<file path="config.mk">
export PLATFORM = sky130hd
export DESIGN_NAME = pgm_sched
export DESIGN_NICKNAME = d
export VERILOG_FILES = /design/src/rtl/pgm_sched.sv
export SDC_FILE = /design/constraint.sdc
export NUM_CORES = 1
export LEC_CHECK = 0
export CELL_PAD_IN_SITES_DETAIL_PLACEMENT = 0
export CELL_PAD_IN_SITES_GLOBAL_PLACEMENT = 1
export CORE_ASPECT_RATIO = 2
export CORE_UTILIZATION = 27
export DETAILED_ROUTE_END_ITERATION = 8
export PLACE_DENSITY_LB_ADDON = 0.1
export SYNTH_ARGS = -nofsm -noshare
export SYNTH_HDL_FRONTEND = slang
export SYNTH_SLANG_ARGS = --single-unit
</file>
<file path="constraint.sdc">
create_clock -name clk -period 2.9 [get_ports clk]
set_input_delay 0.29 -clock clk [delete_from_list [all_inputs] [get_ports clk]]
set_output_delay 0.29 -clock clk [all_outputs]
set_load 0.05 [all_outputs]
</file>
<file path="src/rtl/pgm_sched.sv">
// pgm_sched: replays the pgm RAM packet template COUNT times (0 = until stop),
// with GAP idle cycles between packets, under packet-boundary alf backpressure.
// RAM has 1-cycle read latency; the output stage is the registered read strobe
// paired with the RAM data that returns in the following cycle.
module pgm_sched #(
   parameter int ADDR_W = 7,
   parameter int CNT_W  = 32,
   parameter int GAP_W  = 16
) (
   input  logic              clk,
   input  logic              rst_n,
   input  logic              cfg_wr,
   input  logic [1:0]        cfg_addr,
   input  logic [31:0]       cfg_wdata,
   output logic              sched_busy,
   output logic [CNT_W-1:0]  sent_cnt,
   output logic              out_pgm_sent_start_flag,
   output logic              out_pgm_sent_finish_flag,
   output logic              rd2ram_rd,
   output logic [ADDR_W-1:0] rd2ram_addr,
   input  logic [143:0]      ram2rd_rdata,
   output logic [133:0]      out_pgm_data,
   output logic              out_pgm_data_wr,
   output logic              out_pgm_valid,
   output logic              out_pgm_valid_wr,
   input  logic              in_pgm_alf
);

   localparam logic [2:0] S_IDLE = 3'd0;
   localparam logic [2:0] S_WAIT = 3'd1;
   localparam logic [2:0] S_READ = 3'd2;
   localparam logic [2:0] S_GAP  = 3'd3;
   localparam logic [2:0] S_DONE = 3'd4;

   localparam logic [ADDR_W:0] LEN_MAX = {1'b1, {ADDR_W{1'b0}}};

   logic [2:0]        state;
   logic [ADDR_W:0]   len_r;
   logic [CNT_W-1:0]  count_r;
   logic [GAP_W-1:0]  gap_r;
   logic [ADDR_W-1:0] addr_q;
   logic [CNT_W-1:0]  rem_q;
   logic [GAP_W-1:0]  gap_cnt;
   logic              stop_pend;
   logic              first_pkt;
   logic              wr_q;
   logic              last_q;
   logic              sflag_q;
   logic [CNT_W-1:0]  sent_q;

   logic ctrl_wr, start_ok, stop_now, stop_eff, last_rd, last_pkt;
   logic unused_rdata;

   assign unused_rdata = ^ram2rd_rdata[143:134];

   assign ctrl_wr  = cfg_wr && (cfg_addr == 2'd3);
   assign start_ok = ctrl_wr && cfg_wdata[0] && (state == S_IDLE) &&
                     (len_r != '0) && (len_r <= LEN_MAX);
   // A stop written in the same cycle as a packet-boundary decision is honoured
   // immediately, so a stop during the last read ends the run on that packet.
   assign stop_now = ctrl_wr && cfg_wdata[1] && (state != S_IDLE);
   assign stop_eff = stop_pend || stop_now;
   assign last_rd  = (state == S_READ) && ({1'b0, addr_q} == len_r - 1'b1);
   assign last_pkt = (count_r != '0) && (rem_q == CNT_W'(1));

   // Config registers; frozen while a run is in progress.
   always_ff @(posedge clk) begin
      if (!rst_n) begin
         len_r   <= '0;
         count_r <= '0;
         gap_r   <= '0;
      end else if (cfg_wr && state == S_IDLE) begin
         case (cfg_addr)
            2'd0:    len_r   <= cfg_wdata[ADDR_W:0];
            2'd1:    count_r <= cfg_wdata[CNT_W-1:0];
            2'd2:    gap_r   <= cfg_wdata[GAP_W-1:0];
            default: ;
         endcase
      end
   end

   // Sequencing FSM: packet boundaries, read address walk, gap timing.
   always_ff @(posedge clk) begin
      if (!rst_n) begin
         state     <= S_IDLE;
         addr_q    <= '0;
         rem_q     <= '0;
         gap_cnt   <= '0;
         first_pkt <= 1'b0;
      end else begin
         case (state)
            S_IDLE: if (start_ok) begin
               state     <= S_WAIT;
               rem_q     <= count_r;
               first_pkt <= 1'b1;
            end
            S_WAIT: begin
               if (stop_eff) state <= S_DONE;
               else if (!in_pgm_alf) begin
                  state  <= S_READ;
                  addr_q <= '0;
               end
            end
            S_READ: begin
               first_pkt <= 1'b0;
               if (last_rd) begin
                  rem_q <= rem_q - CNT_W'(1);
                  if (last_pkt || stop_eff) state <= S_DONE;
                  else if (gap_r == '0)     state <= S_WAIT;
                  else begin
                     state   <= S_GAP;
                     gap_cnt <= gap_r - GAP_W'(1);
                  end
               end else begin
                  addr_q <= addr_q + ADDR_W'(1);
               end
            end
            S_GAP: begin
               if (gap_cnt == '0) state <= S_WAIT;
               else               gap_cnt <= gap_cnt - GAP_W'(1);
            end
            S_DONE:  state <= S_IDLE;
            default: state <= S_IDLE;
         endcase
      end
   end

   // Stop request latch; dropped once the run has ended.
   always_ff @(posedge clk) begin
      if (!rst_n)                                   stop_pend <= 1'b0;
      else if (state == S_DONE || state == S_IDLE)  stop_pend <= 1'b0;
      else if (stop_now)                            stop_pend <= 1'b1;
   end

   // Output strobes trail the read by one cycle to line up with RAM data.
   always_ff @(posedge clk) begin
      if (!rst_n) begin
         wr_q    <= 1'b0;
         last_q  <= 1'b0;
         sflag_q <= 1'b0;
      end else begin
         wr_q    <= (state == S_READ);
         last_q  <= last_rd;
         sflag_q <= (state == S_READ) && first_pkt;
      end
   end

   // Completed-packet counter, cleared by an accepted start.
   always_ff @(posedge clk) begin
      if (!rst_n)        sent_q <= '0;
      else if (start_ok) sent_q <= '0;
      else if (last_q)   sent_q <= sent_q + CNT_W'(1);
   end

   assign sched_busy               = (state != S_IDLE);
   assign sent_cnt                 = sent_q;
   assign out_pgm_sent_start_flag  = sflag_q;
   // DONE is entered the cycle after the last read, i.e. with the last word.
   assign out_pgm_sent_finish_flag = (state == S_DONE);
   assign rd2ram_rd                = (state == S_READ);
   assign rd2ram_addr              = addr_q;
   assign out_pgm_data             = wr_q ? ram2rd_rdata[133:0] : '0;
   assign out_pgm_data_wr          = wr_q;
   assign out_pgm_valid            = last_q;
   assign out_pgm_valid_wr         = last_q;

endmodule

</file>
# Word-level counts from Yosys, hierarchy flattened
# Cells that the tools add are included.
[classes]
addsub = 6
order_cmp = 1
n_eq_ne = 19
mux = 23
bitwise_logic = 1
reduce_logical = 34
[ops]
columns = ["cell", "n"]
rows = [
  ["two-way mux 134 bit", 1],
  ["two-way mux 16 bit", 4],
  ["two-way mux 32 bit", 2],
  ["one-hot mux 32 bit (2 select lines)", 1],
  ["adder 32 x 1 -> 32 bit, second input constant", 1],
  ["== test 32 x 1 -> 1 bit, second input constant", 1],
  ["zero test 16 bit", 2],
  ["one-hot mux 16 bit (2 select lines)", 1],
  ["nonzero test 32 bit", 1],
  ["subtractor 16 x 1 -> 16 bit, second input constant", 2],
  ["subtractor 32 x 1 -> 32 bit, second input constant", 1],
  ["two-way mux 7 bit", 3],
  ["two-way mux 3 bit", 6],
  ["!= test 2 bit, second input constant", 8],
  ["one-hot mux 7 bit (2 select lines)", 1],
  ["one-hot mux 3 bit (4 select lines)", 1],
  ["logical AND 1 bit", 11],
  ["== test 7 x 8 -> 1 bit", 1],
  ["less-or-equal comparator 8 bit, second input constant", 1],
  ["AND reduction 2 bit", 4],
  ["AND reduction 4 bit", 2],
  ["nonzero test 8 bit", 1],
  ["subtractor 8 x 1 -> 8 bit, second input constant", 1],
  ["adder 7 x 1 -> 7 bit, second input constant", 1],
  ["19 further kinds", 26],
]
[totals]
regBits = 151
input_bits = 182
out_inout_bits = 180
elab_cells = 97

# Longest topological paths before layout
[logic_depth]
depth_word = 9
ltp_mapped = 12

# Least setup slack after synthesis
# Ideal clock, no wire load.
[synth_path]
path_type = "reg2reg"
start = "register state[1]"
end = "register rem_q[19]"
t_arrival_ps = 2605
setup_slack_ps = 178
stages_incl_launch_ff = 10
period_less_slack_ps = 2722
path_cell_list = "dfxtp_1 -> clkbuf_1 -> or3b_2 -> clkbuf_1 -> clkinv_1 -> clkbuf_1 -> buf_1 -> o21ai_0 -> a21oi_1 -> nor2_1"
[synth_between]
elab_cells_between_ends = 11
[synth_lines]
columns = ["item", "line_no", "source"]
rows = [
  ["start, declared", "37", "logic [2:0] state;"],
  ["start signal, assigned", "85", "state <= S_IDLE;"],
  ["start signal, assigned", "93", "state <= S_WAIT;"],
  ["start signal, assigned", "98", "if (stop_eff) state <= S_DONE;"],
  ["== test 3 x 2 -> 1 bit *", "n/a", ""],
  ["named net rd2ram_rd", "19", "output logic rd2ram_rd,"],
  ["logical AND 1 bit", "63", "assign last_rd = (state == S_READ) && ({1'b0, addr_q} == len_r - 1'b1);"],
  ["!= test 2 x 1 -> 1 bit (no source line)", "n/a", ""],
  ["AND reduction 3 bit (no source line)", "n/a", ""],
  ["end signal, assigned", "94", "rem_q <= count_r;"],
  ["end signal, assigned", "107", "rem_q <= rem_q - CNT_W'(1);"],
  ["end, declared", "42", "logic [CNT_W-1:0] rem_q;"],
]
# Mark *: on every way through the listed nets, which the timed path passes. The rest lies on a longest branch.
# A chain may end at the register's enable or synchronous reset.

# Worst setup path in the final report
[layout_path]
start = "register len_r[0]"
end = "register gap_cnt[8]"
[layout_between]
elab_chain_len = 5
[layout_lines]
columns = ["item", "line_no", "source"]
rows = [
  ["start, declared", "38", "logic [ADDR_W:0] len_r;"],
  ["start signal, assigned", "74", "2'd0: len_r <= cfg_wdata[ADDR_W:0];"],
  ["subtractor 8 x 1 -> 8 bit", "63", ""],
  ["== test 7 x 8 -> 1 bit", "63", ""],
  ["logical AND 1 bit", "63", ""],
  ["!= test 2 x 1 -> 1 bit (no source line)", "n/a", ""],
  ["AND reduction 5 bit (no source line)", "n/a", ""],
  ["end signal, assigned", "112", "gap_cnt <= gap_r - GAP_W'(1);"],
  ["end signal, assigned", "120", "else gap_cnt <= gap_cnt - GAP_W'(1);"],
  ["end, declared", "43", "logic [GAP_W-1:0] gap_cnt;"],
]
# No other way between the ends.

==> results.md <==
- Status: complete, no violations
- Gr ovfl total: 0
- CTS tree: done
- Global Route Usage Sum: 20.4%
- Net switching power: 4.67 mW
- Logic pwr share: 52.4%
- Final wirelength: 33800 um
- Antenna viol nets, final: 0
- Cell variety after synth: 74
- First-pass iteration count of the detailed router: 4
- Hold buffers post-CTS: 0
- Chip width: 128 um
- RR Endpoint: gap_cnt[8]
- Synth Flop Type: dfxtp_1
- Row count: 92
- H-tree Lvls: 4
- Pin count of the biggest net entering global routing: 136
- Hold Startpoint: cfg_wdata[23]
- Ys Warns: 0
- VDD IR-drop max: 0.445 mV
- IO buf count: 351
- Wire per inst: 17.4 um
- CP required: 3.23 ns
- Die area: 32700 sq um
- Starting Density: 27.4%
- Multi-input logic area: 5260 sq um
- Pwr Density: 783 nW/um^2
- Latest clock arrival within the worst-skew pair: 0.45 ns
- Class of the worst hold path: in -> reg
- Via density: 4.78
- Measured slew at the worst slew-check pin: 0.669 ns
- Placed insts: 1902
- RSZ-0062 raised after global routing: yes
- Clk sinks: 151
- Vias in the first global route: 8973
- Fin. max-slew vios: 0
- Final hold vios: 0
- TNS Setup: 0 ns
- Met1 Track Usage GR: 20.5%
- Critical Path Start Type: flop
- Longest Clk Path Bufs: 2
- GP Congestion: 0.837
- Met2 usage in global routing: 39.1%
- Switch share: 44.1%
- Cell Count, Final, Fillers Out: 1940
- Share of cells above drive strength 1: 8.64%
- Share of the yosys chip area belonging to registers: 35.1%
- Commonest cells after routing, fill and taps aside: 349 x clkdlybuf4s50_1, 170 x nand2_1, 149 x dfxtp_1
- Max Clock Freq: 353 MHz
- Root Driver: clkbuf_16
- Clk_skew: 0.0139 ns
- Int Pwr: 5.91 mW
- Max-Cap Viols: 0
- Fillcell total: 3238
- M3 GR Usage: 3.63%
- Placed inst area: 12800 sq um
- Critical path type: reg -> reg
- Final standard cell area without fillers: 13500 sq um
- Fin crit period: 2.83 ns
- Hold EP: count_r[23]
- Most common cell after layout, fill and taps aside: clkdlybuf4s50_1
- Hold Path Depth: 3
- 1st-iter DRT viols: 373
- Num CTS Buffers: 17
- Reg2Reg Depth: 10
- Avg Inst Size Synth: 7.50 sq um
- Core ar.: 31400 sq um
- Clock share of power: 22.3%
- Post-Synthesis Cell Area: 8610 sq um
- Worst-path clk slew: 0.07 ns
- First-pass GRT wire length: 50300 um
- Post-detail-place hpwl: 25900 um
- Fin nets: 1693
- Final Core Density: 42.9%
- Final WS setup: 0.0687 ns
- Normalized max-slew margin: 55.4%
- CP Max Fanout: 12
- Post-Place Worst Slack: 0.0723 ns
- Die Y: 255 um
- Layout area overhead: 56.7%
- Ant diodes: 0
- GR peak layer: met2
- Yosys reg bits: 151
- Worst setup EP type: flop
- DRC errors left: 0
- R2r startpoint: len_r[0]
- CP arrival: 3.16 ns
- FF+latch area: 3030 sq um
- Leakage dissipation: 4.97 nW
- Ys async rst share: 0%
- Reg power frac: 25.3%
- Post-synth EDFFs: 0
- Period utilisation layout: 97.6%
- Initial antenna violation count: 0
- Top-Level Pins: 362
- DR vias: 9269
- Syn_nets: 1337
- Post-Synthesis Cells: 1148
- # setup viols final: 0
- R2r setup slk: 0.07 ns
- Crit path launch: len_r[0]
-- how the worst max path moves through the flow --
stage                  end  depth (start not counted)
2_1_floorplan    rem_q[19]                          9
3_3_place_gp      rem_q[9]                         10
3_5_place_dp     rem_q[17]                         10
4_1_cts          rem_q[17]                         10
5_1_grt        gap_cnt[14]                         10
6_report        gap_cnt[8]                         10
-- power groups by stage --
stage          clock network [mW]  logic (mW)  registers [mW]
3_3_place_gp                    0        5.45            2.71
5_1_grt                      2.49        5.98            2.73
6_report                     2.36        5.54            2.68
3_5_place_dp                    0        5.46            2.71
4_1_cts                      2.42        5.49            2.67
2_1_floorplan                   0        3.59            2.64
-- stage by stage --
| step | total power, mW | hold slack [ns] |
|---|---|---|
| 2_1_floorplan | 6.23 | 0.417 |
| 5_1_grt | 11.2 | 0.393 |
| 4_1_cts | 10.6 | 0.365 |
| 3_3_place_gp | 8.16 | 0.442 |
| 3_5_place_dp | 8.18 | 0.443 |
| 6_report | 10.6 | 0.383 |
-- synth_stat cells, types with 8 or more instances --
library cell	instances	area [sq um]
or3_1	17	106
o21ai_0	59	295
nand3b_1	10	75.1
nand4_1	14	87.6
a31oi_1	20	125
dfxtp_1	151	3020
clkbuf_1	60	225
nand2b_1	9	56.3
nand2_1	171	642
inv_1	10	37.5
nand3_1	15	75.1
a21oi_1	102	510
xor2_1	32	280
nor3_1	32	160
nor2_1	125	469
o21a_1	8	60.1
a211oi_1	9	67.6
and3_1	10	62.6
and2_1	142	888
xnor2_1	10	87.6
mux2i_1	14	140
nor4_1	14	87.6
-- flip-flops by register name (all words and copies together) (netlist names) --
name and flops:
gap_r 16, sent_cnt 32, rem_q 32, stop_pend 1, out_pgm_valid 1, first_pkt 1, gap_cnt 16, len_r 8
count_r 32, out_pgm_data_wr 1, rd2ram_addr 7, out_pgm_sent_start_flag 1, state 3
-- kinds of logic (layout without fill, tap and decap cells) --
| kind of cell | Yosys count | in the layout | synth area share [%] |
|---|---|---|---|
| AOI/OAI and AO/OA | 250 | 250 | 18.1 |
| buffers and inverters | 84 | 453 | 4.01 |
| xor gates and xnor gates | 42 | 42 | 4.27 |
| adders and majority gates | 7 | 7 | 1.02 |
| muxes | 17 | 17 | 2.02 |
| and+or+nand+nor | 597 | 597 | 35.4 |
| DFF | 151 | 151 | 35.1 |
-- worst max-delay path: stages, from the launching register on --
cell and delay, ns:
dfxtp_2 0.34, or2_4 0.27, nor4_4 0.34, mux2_4 0.32, mux2_2 0.29, o31ai_4 0.26, buf_12 0.16, buf_12 0.10
and2_4 0.23, a21boi_0 0.11, o31a_1 0.28
-- final cells by class --
| cell class | count | area share [%] |
|---|---|---|
| Multi-Input combinational cell | 913 | 39.0 |
| Timing Repair Buffer | 409 | 29.8 |
| Sequential cell | 151 | 22.4 |
| Tap cell | 423 | 3.92 |
| Clock buffer | 19 | 3.28 |
| Clock inverter | 13 | 1.26 |
| Inverter | 12 | 0.334 |
-- layer usage --
layer	part of all wire [%]	vias up
met3	4.8	67
li1	-	4680
met2	53	282
met5	0	-
met1	38	4240
met4	3.9	0
-- repair_timing --
| action | 4_1_cts | 5_1_grt |
|---|---|---|
| gates resized for setup | 0 | 13 |
| buffers inserted | 0 | 6 |
| setup endpoints to repair | 0 | 13 |
No activity file was read; power rests on OpenSTA's default activity.
